## config.mk

```make
export PLATFORM = sky130hd
export DESIGN_NAME = mem_stage_lsu
export DESIGN_NICKNAME = d
export VERILOG_FILES = /design/src/rtl/mem_lsu_pkg.sv /design/src/rtl/lsu_align.sv /design/src/rtl/mem_stage_lsu.sv
export SDC_FILE = /design/constraint.sdc
export NUM_CORES = 1
export LEC_CHECK = 0
export ABC_AREA = 1
export ABC_CLOCK_PERIOD_IN_PS = 2400
export BUFFER_PORTS_ARGS = -buffer_cell sky130_fd_sc_hd__buf_2
export CAP_MARGIN = 10
export CORE_MARGIN = 4
export CORE_UTILIZATION = 38
export CTS_CLUSTER_DIAMETER = 150
export DETAILED_ROUTE_END_ITERATION = 16
export PLACE_DENSITY = 0.81
export SLEW_MARGIN = 0
export SYNTH_ARGS = -nofsm -noshare
export SYNTH_HDL_FRONTEND = slang
export SYNTH_SLANG_ARGS = --single-unit
```

## constraint.sdc

```tcl
create_clock -name clk -period 2.4 [get_ports clk]
set_clock_uncertainty 0.05 [all_clocks]
set_input_delay 0.36 -clock clk [delete_from_list [all_inputs] [get_ports clk]]
set_output_delay 0.36 -clock clk [all_outputs]
set_load 0.02 [all_outputs]
```

## src/rtl/mem_lsu_pkg.sv

```systemverilog
// Shared definitions for the memory-stage load/store unit:
// funct3 encodings, load marker, FSM states, access-size decode helpers
// and the data-memory request payload.
package mem_lsu_pkg;

    localparam int unsigned XLEN = 32;
    localparam int unsigned BE_W = XLEN / 8;

    localparam logic [2:0] F3_B  = 3'b000;
    localparam logic [2:0] F3_H  = 3'b001;
    localparam logic [2:0] F3_W  = 3'b010;
    localparam logic [2:0] F3_BU = 3'b100;
    localparam logic [2:0] F3_HU = 3'b101;

    localparam logic [1:0] RESULTSRC_LOAD = 2'b01;

    typedef enum logic [1:0] {
        ST_IDLE,
        ST_WAIT_GNT,
        ST_WAIT_RSP
    } lsu_state_e;

    typedef enum logic [1:0] {
        SZ_B,
        SZ_H,
        SZ_W
    } lsu_size_e;

    // Request payload presented on the data-memory port.
    typedef struct packed {
        logic            we;
        logic [XLEN-1:0] addr;
        logic [BE_W-1:0] be;
        logic [XLEN-1:0] wdata;
    } dmem_req_t;

    // Unlisted encodings (011/110/111) fall through to word accesses.
    function automatic lsu_size_e size_of(input logic [2:0] f3);
        lsu_size_e sz;
        case (f3)
            F3_B, F3_BU: sz = SZ_B;
            F3_H, F3_HU: sz = SZ_H;
            F3_W:        sz = SZ_W;
            default:     sz = SZ_W;
        endcase
        return sz;
    endfunction

    function automatic logic is_misaligned(input logic [2:0] f3, input logic [1:0] off);
        logic mis;
        case (size_of(f3))
            SZ_B:    mis = 1'b0;
            SZ_H:    mis = off[0];
            default: mis = (off != 2'b00);
        endcase
        return mis;
    endfunction

endpackage

```

## src/rtl/lsu_align.sv

```systemverilog
// Combinational lane steering for the LSU.
// Store side: st_funct3/st_off/st_data -> st_be byte enables and
//             lane-replicated st_wdata.
// Load side:  ld_funct3/ld_off/ld_rdata -> ld_data, the selected
//             byte/half sign- or zero-extended, or the full word.
module lsu_align
    import mem_lsu_pkg::*;
(
    input  logic [2:0]      st_funct3,
    input  logic [1:0]      st_off,
    input  logic [XLEN-1:0] st_data,
    output logic [BE_W-1:0] st_be,
    output logic [XLEN-1:0] st_wdata,
    input  logic [2:0]      ld_funct3,
    input  logic [1:0]      ld_off,
    input  logic [XLEN-1:0] ld_rdata,
    output logic [XLEN-1:0] ld_data
);

    logic [7:0]  byte_sel;
    logic [15:0] half_sel;

    // Store: replicate the datum across lanes so memory only needs be.
    always_comb begin
        st_be    = 4'b1111;
        st_wdata = st_data;
        case (size_of(st_funct3))
            SZ_B: begin
                st_be    = 4'(4'b0001 << st_off);
                st_wdata = {4{st_data[7:0]}};
            end
            SZ_H: begin
                st_be    = st_off[1] ? 4'b1100 : 4'b0011;
                st_wdata = {2{st_data[15:0]}};
            end
            default: begin
                st_be    = 4'b1111;
                st_wdata = st_data;
            end
        endcase
    end

    // Load: pick the addressed lane, then extend; funct3[2] selects unsigned.
    always_comb begin
        byte_sel = 8'(ld_rdata >> {ld_off, 3'b000});
        half_sel = ld_off[1] ? ld_rdata[31:16] : ld_rdata[15:0];
        ld_data  = ld_rdata;
        case (size_of(ld_funct3))
            SZ_B:    ld_data = ld_funct3[2] ? {24'd0, byte_sel}
                                            : {{24{byte_sel[7]}}, byte_sel};
            SZ_H:    ld_data = ld_funct3[2] ? {16'd0, half_sel}
                                            : {{16{half_sel[15]}}, half_sel};
            default: ld_data = ld_rdata;
        endcase
    end

endmodule

```

## src/rtl/mem_stage_lsu.sv

```systemverilog
// Memory-stage load/store unit.
// Inputs : clk, reset (sync, active-high); M-stage funct3M, MemWriteM,
//          ResultSrcM, ALUResultM, WriteDataM; memory dmem_gnt,
//          dmem_rvalid, dmem_rdata.
// Outputs: dmem_req/we/addr/be/wdata request port; ReadDataM load result;
//          StallM pipeline freeze; MisalignM and BusErrM 1-cycle flags.
module mem_stage_lsu
    import mem_lsu_pkg::*;
#(
    parameter int unsigned TIMEOUT_CYCLES = 64,
    parameter int unsigned CNT_W          = 7
) (
    input  logic            clk,
    input  logic            reset,
    input  logic [2:0]      funct3M,
    input  logic            MemWriteM,
    input  logic [1:0]      ResultSrcM,
    input  logic [XLEN-1:0] ALUResultM,
    input  logic [XLEN-1:0] WriteDataM,
    output logic            dmem_req,
    output logic            dmem_we,
    output logic [XLEN-1:0] dmem_addr,
    output logic [BE_W-1:0] dmem_be,
    output logic [XLEN-1:0] dmem_wdata,
    input  logic            dmem_gnt,
    input  logic            dmem_rvalid,
    input  logic [XLEN-1:0] dmem_rdata,
    output logic [XLEN-1:0] ReadDataM,
    output logic            StallM,
    output logic            MisalignM,
    output logic            BusErrM
);

    lsu_state_e      state_q, state_d;
    logic [CNT_W-1:0] cnt_q;
    logic [1:0]      off_q;
    logic [2:0]      f3_q;

    logic            cnt_clr, cnt_inc, latch;
    logic            access, misalign, timeout;
    logic [BE_W-1:0] be_al;
    logic [XLEN-1:0] wdata_al, ld_ext;
    dmem_req_t       cur_pl, req_pl;

    // A simultaneous load marker and store is resolved as a store.
    assign access   = MemWriteM || (ResultSrcM == RESULTSRC_LOAD);
    assign misalign = access && is_misaligned(funct3M, ALUResultM[1:0]);
    assign timeout  = (cnt_q == CNT_W'(TIMEOUT_CYCLES - 1));

    lsu_align u_align (
        .st_funct3 (funct3M),
        .st_off    (ALUResultM[1:0]),
        .st_data   (WriteDataM),
        .st_be     (be_al),
        .st_wdata  (wdata_al),
        .ld_funct3 (f3_q),
        .ld_off    (off_q),
        .ld_rdata  (dmem_rdata),
        .ld_data   (ld_ext)
    );

    // Payload comes straight from the M-stage inputs, which StallM holds steady.
    always_comb begin
        cur_pl.we    = MemWriteM;
        cur_pl.addr  = {ALUResultM[31:2], 2'b00};
        cur_pl.be    = be_al;
        cur_pl.wdata = wdata_al;
    end

    // State, timeout counter and latched load-extract controls.
    always_ff @(posedge clk) begin
        if (reset) begin
            state_q <= ST_IDLE;
            cnt_q   <= '0;
            off_q   <= 2'b00;
            f3_q    <= 3'b000;
        end else begin
            state_q <= state_d;
            if (cnt_clr) begin
                cnt_q <= '0;
            end else if (cnt_inc) begin
                cnt_q <= cnt_q + CNT_W'(1);
            end
            if (latch) begin
                off_q <= ALUResultM[1:0];
                f3_q  <= funct3M;
            end
        end
    end

    // Next state and outputs; everything is forced quiet during reset.
    always_comb begin
        state_d   = state_q;
        cnt_clr   = 1'b0;
        cnt_inc   = 1'b0;
        latch     = 1'b0;
        req_pl    = '0;
        dmem_req  = 1'b0;
        ReadDataM = '0;
        StallM    = 1'b0;
        MisalignM = 1'b0;
        BusErrM   = 1'b0;

        if (!reset) begin
            case (state_q)
                ST_IDLE: begin
                    if (misalign) begin
                        MisalignM = 1'b1;
                    end else if (access) begin
                        dmem_req = 1'b1;
                        req_pl   = cur_pl;
                        StallM   = 1'b1;
                        latch    = 1'b1;
                        cnt_clr  = 1'b1;
                        state_d  = dmem_gnt ? ST_WAIT_RSP : ST_WAIT_GNT;
                    end
                end
                ST_WAIT_GNT: begin
                    // Abort drops req, so a grant in the timeout cycle is moot.
                    if (timeout) begin
                        BusErrM = 1'b1;
                        state_d = ST_IDLE;
                    end else begin
                        dmem_req = 1'b1;
                        req_pl   = cur_pl;
                        StallM   = 1'b1;
                        cnt_inc  = 1'b1;
                        if (dmem_gnt) begin
                            cnt_clr = 1'b1;
                            state_d = ST_WAIT_RSP;
                        end
                    end
                end
                ST_WAIT_RSP: begin
                    if (dmem_rvalid) begin
                        ReadDataM = ld_ext;
                        state_d   = ST_IDLE;
                    end else if (timeout) begin
                        BusErrM = 1'b1;
                        state_d = ST_IDLE;
                    end else begin
                        StallM  = 1'b1;
                        cnt_inc = 1'b1;
                    end
                end
                default: state_d = ST_IDLE;
            endcase
        end
    end

    assign dmem_we    = req_pl.we;
    assign dmem_addr  = req_pl.addr;
    assign dmem_be    = req_pl.be;
    assign dmem_wdata = req_pl.wdata;

endmodule

```

== After elaboration in Yosys (flattened, before gate mapping) ==
Cells that the tools add are included.

* Add/sub/neg operators: 1
* Equality and inequality tests: 16
* Shift-type cells: 2
* Muxes and demuxes: 49
* Reduce and logical (&&, ||, !) cells: 14

{| class="wikitable"
|+ Operators with widths
! kind !! count
|-
| $mux W69 || 4
|-
| $mux W32 || 5
|-
| $pmux W69 S2 || 1
|-
| $pmux W32 S2 || 2
|-
| $shr A32 B5 Y8 || 1
|-
| $mux W1 || 18
|-
| $mux W16 || 1
|-
| $mux W2 || 7
|-
| $eq A3 B3 Y1 const B || 4
|-
| $pmux W1 S2 || 5
|-
| $reduce_or A2 Y1 || 5
|-
| $eq A2 B1 Y1 const B || 4
|-
| $pmux W2 S2 || 2
|-
| $pmux W4 S2 || 1
|-
| $add A7 B1 Y7 const B || 1
|-
| $eq A7 B6 Y1 const B || 1
|-
| $eq A3 B1 Y1 const B || 2
|-
| $logic_not A2 Y1 || 3
|-
| $logic_not A3 Y1 || 2
|-
| $ne A3 B3 Y1 const B || 2
|-
| $pmux W2 S3 || 1
|-
| $mux W4 || 1
|-
| $ne A2 B2 Y1 const B || 2
|-
| $reduce_and A4 Y1 || 1
|-
| 6 further kinds || 6
|}

* Register bits after elaboration: 14
* Bits of input ports: 106
* Output and inout bits: 105
* Word-level logic and storage cells: 86

== Logic depth before layout (Yosys ltp) ==
* Word-level depth: 10
* Depth in mapped cells: 10
* Depth with buffers taken out: 10

== By module ==
A second synthesis with hierarchy kept.

* Cells, all modules: 599
* Area, all modules: 3016.6 um^2

{| class="wikitable"
|+ Modules (own cells, without submodules)
! module !! instances !! cells an instance !! area an instance (um^2) !! sequential area each (um^2)
|-
| mem_stage_lsu || 1 || 342 || 1755.4 || 280.3
|-
| lsu_align || 1 || 257 || 1261.2 || 0.0
|}

== Worst setup path before layout ==
OpenSTA, ideal clock, no wires.

* Path kind: register -> output
* Start point: register cnt_q[0]
* End point: output dmem_wdata[16]
* Arrival: 1.669 ns
* Data required time: 1.990 ns
* Setup slack: 0.321 ns
* Cell stages (with the launch flop): 10
* Buffers on the path: 1
* Cell sequence: dfxtp_1 ha_1 inv_1 nor2_1 nand2_1 nand2_1 nand2_1 nand2_2 buf_4 nor3_1

* Cells in the longest elaborated chain, start to end: 4

{| class="wikitable"
|+ RTL lines
! element !! RTL line !! RTL
|-
| from (decl) || mem_stage_lsu.sv:35 || <nowiki>logic [CNT_W-1:0] cnt_q;</nowiki>
|-
| from (signal assigned) || mem_stage_lsu.sv:82 || <nowiki>cnt_q <= cnt_q + CNT_W'(1);</nowiki>
|-
| $eq A7 B6 Y1 || mem_stage_lsu.sv:48 || <nowiki>assign timeout = (cnt_q == CNT_W'(TIMEOUT_CYCLES - 1));</nowiki>
|-
| $mux W69 || mem_stage_lsu.sv:120 || <nowiki>if (timeout) begin</nowiki>
|-
| $pmux W69 S2 || mem_stage_lsu.sv:105 || <nowiki>case (state_q)</nowiki>
|-
| $mux W69 || mem_stage_lsu.sv:104 || <nowiki>if (!reset) begin</nowiki>
|-
| to (decl) || mem_stage_lsu.sv:24 || <nowiki>output logic [XLEN-1:0] dmem_wdata,</nowiki>
|}

No other way between the ends.

== Worst setup path in the final report ==
* Start point: register cnt_q[0]
* End point: output dmem_wdata[19]

Same word-level chain as after synthesis.

==> metrics.cfg <==
[outcome]
status = complete, no violations

[clock_tree]
numClockSinks = 14
htree_levels = 1
hold_buffers = 0
cts_tree = built
cts_root_buffer = clkbuf_8
numCtsBuffers = 3
clk_pin_slew_worst_paths_ns = 0.05
clock_latency_ns = 0.24
clk_path_buf_depth = 2

[final_layout]
nNetsFinal = 770
post-route-util = 0.600
diodes = 0
design_area_mm2 = 0.00355
final_cell_count_no_fill = 732
area_growth_pct = 53.7
drive_above_1_share = 0.402

[synthesis]
synth_ff_type = dfxtp_1
synth_top_area_share = 0.213
yosys-top-cells-count = nor2_1, nand2_1, inv_1
synthTopCellsByArea = nor2_1, nand2_1, dfxtp_1
synth_cells = 447
synth.avg_cell_area_um2 = 5.18
synth.largest_area_cell = nor2_1
ys_warn_count = 0
ys_seq_elements = 14
netlist_area_mm2 = 0.00231
yosysSeqAreaShare = 0.121
synth_edf_count = 0
async_reset_ff_frac = 0
yosys.cell_types.count = 29
yosysMostFrequentCell = nor2_1

[floorplan]
dieArea_mm2 = 0.00740
io_pins = 211
fp.dieH_um = 86.0
core_area_mm2 = 0.00592
start_util = 0.391
rows = 28
die_w_um = 86.0

[routing]
top_layer_used = met4
dr.pass1.iters = 4
dr_total_vias = 3608
drt_iter0_drc = 243
route.met3.wl_mm = 1.09
drt-met1-wl_mm = 3.58
viasPerCell = 4.93
drc = 0
drt-total-wl_mm = 9.65
detail-route-antenna-nets = 0
route.met2.wl_mm = 4.63
routedWlPerCell_um = 13.2

[global_route]
grt_pass1_wl_mm = 14.6
grt_max_degree = 27
grt-ovfl-total = 0
grt_pass1_vias = 3276
grtUsageTotal = 0.239
antenna_found_initial = 0

[timing]
period_minus_slack_ns = 2.28
fin_ws_ns = 0.119
setup_viol = 0
slew_violations = 0
clock.fmax_mhz = 438
whs_ns = 0.313
fin_crit_sh = 0.951
rsz0062_at_grt = false
hold_viol = 0
tns_ns = 0
tightest_slew_ns = 0.557
slew_headroom = 0.628

[worst_setup_path]
critPathKind = register to output port
endpoint = dmem_wdata[19]
r2r_cells = 9
path_max_fanout = 5
critical_path_required_ns = 1.99
crit_path_start_kind = register
startpoint = cnt_q[0]
end_kind = output port
worstReg2RegEnd = cnt_q[2]
cp.arrival_ns = 1.87
r2r-start = state_q[0]
rrSetupSlack_ns = 0.69

[place]
post_dp_cell_area_mm2 = 0.00345
portBuffers = 208
place_congestion = 0.972
dp.cells = 725
dp_slack_ns = 0.157
place_hpwl_mm = 8.06

[power_and_ir_drop]
p_int_mw = 0.990
pwr-share-clk = 0.081
power_mw = 2.33
switching_share = 0.576
p_switching_mw = 1.34
leakage_nw = 2.29
p_comb_frac = 0.786
vdd_drop_max_uv = 327
power.density_mw_per_mm2 = 656
p_seq_frac = 0.134

[job]
maxCapViolations = 0

[hold_path]
hp-class = primary input to register

## kinds of logic after synthesis
| kind of cell | Yosys count | synth area share |
|---|---|---|
| simple gates | 259 | 0.489 |
| buf+inv | 91 | 0.165 |
| compound gates | 70 | 0.167 |
| flops | 14 | 0.121 |
| fa+ha+maj | 5 | 0.0270 |
| mux | 4 | 0.0173 |
| xor+xnor | 3 | 0.0114 |
| other cells | 1 | 0.00162 |
## cells in the final DEF, fill, tap and decap left out, types with 4 or more instances in the layout
| cell | instances |
|---|---|
| nor2_4 | 10 |
| nand2_2 | 4 |
| a21oi_1 | 35 |
| inv_1 | 63 |
| mux2i_1 | 4 |
| nand3_1 | 11 |
| o221ai_1 | 4 |
| nor2_1 | 130 |
| buf_2 | 207 |
| nand2_1 | 82 |
| inv_2 | 9 |
| nor3_1 | 8 |
| dfxtp_1 | 12 |
| buf_4 | 13 |
| o21ai_0 | 24 |
## how the worst min path moves through the flow
stage | cells past startpoint | from | end | slack, ns
after global placement | 2 | cnt_q[6] | cnt_q[6] | 0.40
after CTS | 3 | funct3M[2] | f3_q[2] | 0.31
final | 3 | funct3M[2] | f3_q[2] | 0.31
after global routing | 2 | reset | f3_q[2] | 0.33
after detailed placement | 2 | cnt_q[6] | cnt_q[6] | 0.42
after floorplan | 1 | reset | f3_q[2] | 0.38
## metal layers
metal / vias to the layer above / GRT usage
li1: 1799 / -
met1: 1572 / 0.267
met2: 204 / 0.435
met3: 33 / 0.0413
met4: 0 / 0.108
met5: - / 0
## critical path, stage by stage (launching register included)
cell     delay [ns]
dfxtp_2        0.33
ha_2           0.19
inv_1          0.08
nor2_2         0.05
nand2_1        0.07
nand2_1        0.08
nand2_2        0.16
nand2_4        0.12
buf_4          0.17
nor3_1         0.17
buf_2          0.21
## registers in the layout (all words and copies together), names as in the netlist
name     count
state_q      2
f3_q         3
off_q        2
cnt_q        7
## power groups by stage
stage / clock, mW / combinational (mW) / sequential, mW
floorplan: 0 / 1.18 / 0.304
global placement: 0 / 1.73 / 0.312
detailed placement: 0 / 1.75 / 0.315
CTS: 0.194 / 1.76 / 0.310
global route: 0.203 / 2.00 / 0.317
finish: 0.188 / 1.83 / 0.312
## timing repair
| action | 4_1_cts | 5_1_grt |
|---|---|---|
| pin swaps | 0 | 1 |
| setup buffers | 0 | 2 |
| gates resized for setup | 1 | 11 |
| endpoints found under the setup margin | 48 | 66 |
| gates cloned | 0 | 2 |
## final cells by class
type                    instances  area, µm²
flip-flops and latches         14        283
clock buffers                   3       41.3
fillers                       601       2370
multi-input cells             345       1700
repair buffers                222       1160
well taps                      75       93.8
inverters                      73        277
Note: power is estimated with default switching activity, not from simulation.
